===== src/rtl/rle_decode.sv =====
// RLE decompressor: reads (count, symbol) byte pairs over SRAM port A,
// expands each run and writes the packed plaintext frame back.
module rle_decode #(
    parameter int unsigned ADDR_W = 16
) (
    input  logic              clk,
    input  logic              reset,
    input  logic              start,
    input  logic [31:0]       rle_addr,
    input  logic [31:0]       rle_size,
    input  logic [31:0]       message_addr,
    output logic [31:0]       message_size,
    output logic              done,
    output logic              error,
    output logic              port_A_clk,
    output logic [ADDR_W-1:0] port_A_addr,
    output logic              port_A_we,
    output logic [31:0]       port_A_data_in,
    input  logic [31:0]       port_A_data_out
);

    typedef enum logic [2:0] {
        S_IDLE, S_READ, S_LATCH, S_EXPAND, S_WRITE, S_FLUSH, S_DONE
    } state_t;

    state_t            r_state,     w_state_nx;
    logic [31:0]       r_rd_addr,   w_rd_addr_nx;
    logic [31:0]       r_wr_addr,   w_wr_addr_nx;
    logic [31:0]       r_pairs,     w_pairs_nx;
    logic [15:0]       r_hi_pair,   w_hi_pair_nx;
    logic              r_pair_idx,  w_pair_idx_nx;
    logic              r_word_used, w_word_used_nx;
    logic [7:0]        r_cnt,       w_cnt_nx;
    logic [7:0]        r_sym,       w_sym_nx;
    logic [31:0]       r_pack,      w_pack_nx;
    logic [1:0]        r_pack_n,    w_pack_n_nx;
    logic [31:0]       r_msg_size,  w_msg_size_nx;
    logic              r_done,      w_done_nx;
    logic              r_error,     w_error_nx;
    logic              r_we,        w_we_nx;
    logic [ADDR_W-1:0] r_addr,      w_addr_nx;
    logic [31:0]       r_din,       w_din_nx;

    logic              w_emit;
    logic              w_pair_end;
    logic              w_full;
    logic [31:0]       w_pack_ins;
    logic [31:0]       w_pack_cur;
    logic [1:0]        w_n_after;
    logic              w_unused;

    assign port_A_clk     = clk;
    assign port_A_addr    = r_addr;
    assign port_A_we      = r_we;
    assign port_A_data_in = r_din;
    assign message_size   = r_msg_size;
    assign done           = r_done;
    assign error          = r_error;

    // Only the low ADDR_W address bits reach the SRAM; wrap is intentional.
    assign w_unused = ^{1'b0, r_rd_addr[31:ADDR_W], r_wr_addr[31:ADDR_W]};

    // Per-cycle expansion helpers for the active pair.
    assign w_emit     = (r_cnt != 8'd0);
    assign w_pair_end = (r_cnt <= 8'd1);
    assign w_full     = w_emit && (r_pack_n == 2'd3);
    assign w_pack_ins = r_pack | ({24'd0, r_sym} << {r_pack_n, 3'b000});
    assign w_pack_cur = w_emit ? w_pack_ins : r_pack;
    assign w_n_after  = w_emit ? (r_pack_n + 2'd1) : r_pack_n;

    // Registers, including the registered SRAM port and status outputs.
    always_ff @(posedge clk) begin
        if (reset) begin
            r_state     <= S_IDLE;
            r_rd_addr   <= 32'd0;
            r_wr_addr   <= 32'd0;
            r_pairs     <= 32'd0;
            r_hi_pair   <= 16'd0;
            r_pair_idx  <= 1'b0;
            r_word_used <= 1'b0;
            r_cnt       <= 8'd0;
            r_sym       <= 8'd0;
            r_pack      <= 32'd0;
            r_pack_n    <= 2'd0;
            r_msg_size  <= 32'd0;
            r_done      <= 1'b0;
            r_error     <= 1'b0;
            r_we        <= 1'b0;
            r_addr      <= '0;
            r_din       <= 32'd0;
        end else begin
            r_state     <= w_state_nx;
            r_rd_addr   <= w_rd_addr_nx;
            r_wr_addr   <= w_wr_addr_nx;
            r_pairs     <= w_pairs_nx;
            r_hi_pair   <= w_hi_pair_nx;
            r_pair_idx  <= w_pair_idx_nx;
            r_word_used <= w_word_used_nx;
            r_cnt       <= w_cnt_nx;
            r_sym       <= w_sym_nx;
            r_pack      <= w_pack_nx;
            r_pack_n    <= w_pack_n_nx;
            r_msg_size  <= w_msg_size_nx;
            r_done      <= w_done_nx;
            r_error     <= w_error_nx;
            r_we        <= w_we_nx;
            r_addr      <= w_addr_nx;
            r_din       <= w_din_nx;
        end
    end

    // Next-state and next-output logic; we defaults low every cycle.
    always_comb begin
        w_state_nx     = r_state;
        w_rd_addr_nx   = r_rd_addr;
        w_wr_addr_nx   = r_wr_addr;
        w_pairs_nx     = r_pairs;
        w_hi_pair_nx   = r_hi_pair;
        w_pair_idx_nx  = r_pair_idx;
        w_word_used_nx = r_word_used;
        w_cnt_nx       = r_cnt;
        w_sym_nx       = r_sym;
        w_pack_nx      = r_pack;
        w_pack_n_nx    = r_pack_n;
        w_msg_size_nx  = r_msg_size;
        w_done_nx      = r_done;
        w_error_nx     = r_error;
        w_we_nx        = 1'b0;
        w_addr_nx      = r_addr;
        w_din_nx       = r_din;

        case (r_state)
            S_IDLE, S_DONE: begin
                if (start) begin
                    w_wr_addr_nx  = message_addr;
                    w_pairs_nx    = {1'b0, rle_size[31:1]};
                    w_msg_size_nx = 32'd0;
                    w_done_nx     = 1'b0;
                    w_error_nx    = rle_size[0];
                    w_pack_nx     = 32'd0;
                    w_pack_n_nx   = 2'd0;
                    if (rle_size[31:1] == 31'd0) begin
                        w_state_nx = S_DONE;
                        w_done_nx  = 1'b1;
                    end else begin
                        w_state_nx   = S_READ;
                        w_addr_nx    = rle_addr[ADDR_W-1:0];
                        w_rd_addr_nx = rle_addr + 32'd4;
                    end
                end
            end
            S_READ: begin
                w_state_nx = S_LATCH;
            end
            S_LATCH: begin
                w_cnt_nx       = port_A_data_out[7:0];
                w_sym_nx       = port_A_data_out[15:8];
                w_hi_pair_nx   = port_A_data_out[31:16];
                w_pair_idx_nx  = 1'b0;
                w_word_used_nx = 1'b0;
                w_state_nx     = S_EXPAND;
            end
            S_EXPAND: begin
                if (w_emit) begin
                    w_msg_size_nx = r_msg_size + 32'd1;
                    w_pack_nx     = w_pack_ins;
                    w_pack_n_nx   = w_n_after;
                end else begin
                    w_error_nx = 1'b1;
                end
                if (w_full) begin
                    w_we_nx      = 1'b1;
                    w_addr_nx    = r_wr_addr[ADDR_W-1:0];
                    w_din_nx     = w_pack_ins;
                    w_wr_addr_nx = r_wr_addr + 32'd4;
                    w_pack_nx    = 32'd0;
                    w_pack_n_nx  = 2'd0;
                    w_state_nx   = S_WRITE;
                end
                if (!w_pair_end) begin
                    w_cnt_nx = r_cnt - 8'd1;
                end else begin
                    w_pairs_nx = r_pairs - 32'd1;
                    if (r_pairs == 32'd1) begin
                        if (!w_full) begin
                            if (w_n_after != 2'd0) begin
                                w_we_nx      = 1'b1;
                                w_addr_nx    = r_wr_addr[ADDR_W-1:0];
                                w_din_nx     = w_pack_cur;
                                w_wr_addr_nx = r_wr_addr + 32'd4;
                                w_state_nx   = S_FLUSH;
                            end else begin
                                w_state_nx = S_DONE;
                                w_done_nx  = 1'b1;
                            end
                        end
                    end else if (!r_pair_idx) begin
                        w_cnt_nx      = r_hi_pair[7:0];
                        w_sym_nx      = r_hi_pair[15:8];
                        w_pair_idx_nx = 1'b1;
                    end else begin
                        w_word_used_nx = 1'b1;
                        if (!w_full) begin
                            w_state_nx   = S_READ;
                            w_addr_nx    = r_rd_addr[ADDR_W-1:0];
                            w_rd_addr_nx = r_rd_addr + 32'd4;
                        end
                    end
                end
            end
            S_WRITE: begin
                if (r_pairs == 32'd0) begin
                    w_state_nx = S_DONE;
                    w_done_nx  = 1'b1;
                end else if (r_word_used) begin
                    w_state_nx   = S_READ;
                    w_addr_nx    = r_rd_addr[ADDR_W-1:0];
                    w_rd_addr_nx = r_rd_addr + 32'd4;
                end else begin
                    w_state_nx = S_EXPAND;
                end
            end
            S_FLUSH: begin
                w_state_nx = S_DONE;
                w_done_nx  = 1'b1;
            end
            default: begin
                w_state_nx = S_IDLE;
            end
        endcase
    end

endmodule


===== config.mk =====
export PLATFORM = sky130hd
export DESIGN_NAME = rle_decode
export DESIGN_NICKNAME = d
export VERILOG_FILES = /design/src/rtl/rle_decode.sv
export SDC_FILE = /design/constraint.sdc
export NUM_CORES = 1
export LEC_CHECK = 0
export CELL_PAD_IN_SITES_DETAIL_PLACEMENT = 1
export CELL_PAD_IN_SITES_GLOBAL_PLACEMENT = 1
export CORE_MARGIN = 10
export CORE_UTILIZATION = 39
export CTS_CLUSTER_SIZE = 24
export DETAILED_ROUTE_END_ITERATION = 8
export MAX_ROUTING_LAYER = met4
export PLACE_DENSITY_LB_ADDON = 0.1
export SLEW_MARGIN = 10
export SYNTH_ARGS = -nofsm -noshare
export SYNTH_HDL_FRONTEND = slang
export SYNTH_SLANG_ARGS = --single-unit

===== constraint.sdc =====
create_clock -name clk -period 3.7 [get_ports clk]
set_clock_uncertainty 0.2 [all_clocks]
set_input_delay 0.74 -clock clk [delete_from_list [all_inputs] [get_ports clk]]
set_output_delay 0.74 -clock clk [all_outputs]
set_load 0.02 [all_outputs]

# ---- Word-level counts from Yosys, hierarchy flattened
# Index checks and enable logic that the tools add are counted.
dict set report word_totals {
  out_inout_bits 84
  elab_cells 167
  input_bits 131
  reg_bits 250
}
dict set report op_classes {
  reduce_logical 24
  addsub 7
  mux 90
  shifts 1
  bitwise 2
  n_eq_ne 25
  n_lt_le_gt_ge 1
}
# operator n
set op_table {}
lappend op_table {{$mux 32} 25}
lappend op_table {{$pmux 32 s2} 4}
lappend op_table {{$mux 16} 11}
lappend op_table {{$add 32x3->32 const B} 3}
lappend op_table {{$pmux 32 s3} 1}
lappend op_table {{$mux 8} 6}
lappend op_table {{$pmux 16 s3} 1}
lappend op_table {{$add 32x1->32 const B} 1}
lappend op_table {{$eq 32x1->1 const B} 1}
lappend op_table {{$logic_not 32->1} 1}
lappend op_table {{$or 32x32->32} 1}
lappend op_table {{$pmux 8 s2} 2}
lappend op_table {{$shl 8x5->32} 1}
lappend op_table {{$sub 32x1->32 const B} 1}
lappend op_table {{$logic_not 31->1} 1}
lappend op_table {{$ne 2x2->1 const B} 14}
lappend op_table {{$mux 3} 9}
lappend op_table {{$mux 1} 19}
lappend op_table {{$pmux 3 s6} 1}
lappend op_table {{$reduce_and 3->1} 6}
lappend op_table {{$mux 2} 6}
lappend op_table {{$eq 3x3->1 const B} 3}
lappend op_table {{$ne 3x3->1 const B} 3}
lappend op_table {{$reduce_and 9->1} 1}
lappend op_table {{other kinds (21)} 28}

# ---- Longest topological paths before layout
dict set report depth {
  depth_word 8
  mapped_depth 12
  mapped_depth_nobuf 10
}

==> impl_metrics.yaml <==
power_and_ir_drop:
  seqPwrFrac_pct: 35.5
  ir_drop_uv: 323
  power_switching_mw: 2.49
  cellLeakagePower_nw: 5.29
  p_per_area_nw_per_um2: 510
  p_sw_share_pct: 32.2
  power_frac_comb_pct: 23.4
  clockPowerShare_pct: 41.1
  p_int_mw: 5.25
logic_synthesis:
  synth-edff-count: 0
  synth_fa_ha_area_share_pct: 0.965
  synth_flop_cell: "dfxtp_1"
  avgSynthCellArea_sq_um: 7.60
  yosys.area_share.simple_pct: 24.9
  synth_xor_area_share_pct: 2.33
  ys_types: 76
  synthMuxAreaShare_pct: 1.69
  synthesis.area_sq_um: 11700
  ys_seq_area_share_pct: 37.4
  ys_warn_count: 0
  syn_nets: 1676
  ys_ff_latch: 218
  synth-compound-area-share_pct: 27.8
  ys_async_sr_fraction_pct: 0
  synth_top_family_by_area: "compound AO/OA/AOI/OAI gates"
  syn-instance-count: 1536
grt:
  grt_overflow: 0
  antenna_found_initial: 0
  grt_max_degree: 116
  grtUsageTotal_pct: 23.1
  grt_pass1_vias: 12500
  grt_pass1_wl_mm: 68.5
worst_setup_path:
  crit_start: "clk"
  rr_worst_depth: 7
  worstPathMaxFanout: 2
  path_class: "clock port to output port"
  rr_startpoint: "r_pairs[8]"
  critPathRequiredTime_ns: 2.76
  worst_setup_path_end_kind: "output port"
  arrival_ns: 2.63
  start_kind: "clock port"
timing:
  slew_headroom_pct: 26.3
  hold_violations: 0
  setup_violations: 0
  tns_ns: 0
  rsz0062_at_grt: "no"
  tightestPinTransition_ns: 1.10
  whs_ns: 0.257
  finalMaxSlewViolations: 0
placed_design:
  placed_area_sq_um: 14100
  gp_congestion: 0.895
  place_inst: 2053
  io_buffers: 182
  dp_hpwl_mm: 30.9
routing:
  antenna_left: 0
  wl_mm: 43.4
  drc: 0
  num_vias: 12500
  first_pass_iters: 7
  vias_per_cell: 5.91
  wl_per_cell_microns: 20.6
  drtIter0Drc: 708
floorplanning:
  initial_core_util_pct: 39.5
  pin_count: 215
  core_area_sq_um: 29600
  die_h_microns: 193
  fp.dieArea_sq_um: 37200
  die_x_microns: 193
  core.rowCount: 63
job:
  cap_violations: 0
layout:
  mostFrequentLayoutCells: "nor2_1, dfxtp_1, clkdlybuf4s50_1, nand2_1, a21oi_1"
  fin_util_pct: 51.3
  area_growth_pct: 30.0
  antenna_cells: 0
  layout-drive-gt1-share_pct: 9.32
  final_cells: 2106
  final_common_cell: "nor2_1"
  nNetsFinal: 1835
  final_area_sq_um: 15200
clocking:
  cts_resized: 0
  cts_setup_buffers: 0
  clk_pin_slew_ns: 0.06
  cts_tree: "done"
  hold_buffers: 0
  insertion_delay_ns: 0.66
min_path:
  hp-class: "flip-flop to flip-flop"
  hold_depth: 2
  min_from: "r_wr_addr[1]"
outcome:
  outcome: "complete, no violations"
## critical path, cell delays in order
cell	delay, ns
clkbuf_16	0.12
clkbuf_16	0.13
clkdlybuf4s50_1	0.53
## metrics by stage
stage               total power [mW]  setup WS, ns
floorplan                       3.87         0.658
global placement                4.58        0.0781
detailed placement              4.62       -0.0787
CTS                             7.80         0.109
global route                    8.12        0.0494
finish                          7.74         0.128
## path summary, 6_finish.rpt
path,end,slack [ns]
max,port_A_clk,0.13
min,r_wr_addr[1],0.26
max reg2reg,r_wr_addr[14],0.26
min reg2reg,r_wr_addr[1],0.26
## layer usage
metal / track usage [%] / up-vias / routed length (microns)
met3: 2.86 / 59 / 2350
met5: - / - / 0
li1: - / 5961 / -
met1: 28.8 / 6089 / 19000
met4: 5.53 / 0 / 712
met2: 39.1 / 346 / 21300
## final cells by class
| type | instances | area, sq um |
|---|---|---|
| Inverter | 18 | 67.6 |
| Clock buffer | 37 | 813 |
| Fill cell | 3568 | 14400 |
| Timing Repair Buffer | 251 | 2390 |
| Sequential cell | 218 | 4360 |
| Tap cell | 390 | 488 |
| Multi-Input combinational cell | 1175 | 6790 |
| Clock inverter | 17 | 272 |
## cells by family after synthesis
family,count (synthesis)
AOI/OAI and AO/OA,492
xor gates and xnor gates,31
adders and majority gates,9
buffers and inverters,143
DFF,218
muxes,19
and+or+nand+nor,624
## Yosys cell counts, types with 9 or more instances
cell type  number  share of area [%]
a21oi_1       141                6.0
nor4_1         21                1.1
nor2_1        221                7.1
nor3_1         45                1.9
a211oi_1       65                4.2
ha_1            9               0.96
buf_1          12               0.39
o22ai_1        12               0.64
mux2i_1        13                1.1
nand2_1       168                5.4
or3_1          16               0.86
a311oi_1       11               0.83
o21ai_0        68                2.9
xor2_1         16                1.2
nand3_1        49                2.1
a31oi_1        28                1.5
dfxtp_1       218                 37
xnor2_1        15                1.1
a22oi_1        54                3.5
nand2b_1       11               0.59
and3_1         22                1.2
clkbuf_1      101                3.2
o211ai_1       11               0.71
o31ai_1        11               0.71
nand4_1        15               0.80
a221oi_1       17                1.3
inv_1          18               0.58
## flip-flops by register name (all words and copies together), names as in the netlist
name            flops
r_wr_addr          16
error               1
r_word_used         1
r_rd_addr          16
r_pack             32
r_state             3
r_sym               8
r_pair_idx          1
done                1
r_cnt               8
r_pack_n            2
port_A_data_in     32
port_A_addr        16
port_A_we           1
r_pairs            32
r_hi_pair          16
message_size       32
## power groups by stage
stage | clock network (mW) | registers (mW) | logic (mW)
detailed placement | 0.0363 | 2.79 | 1.80
finish | 3.18 | 2.75 | 1.81
global placement | 0.0363 | 2.78 | 1.75
CTS | 3.24 | 2.74 | 1.81
floorplan | 0.0316 | 2.70 | 1.14
global route | 3.35 | 2.77 | 2.00
Note: power is estimated with default switching activity, not from simulation.
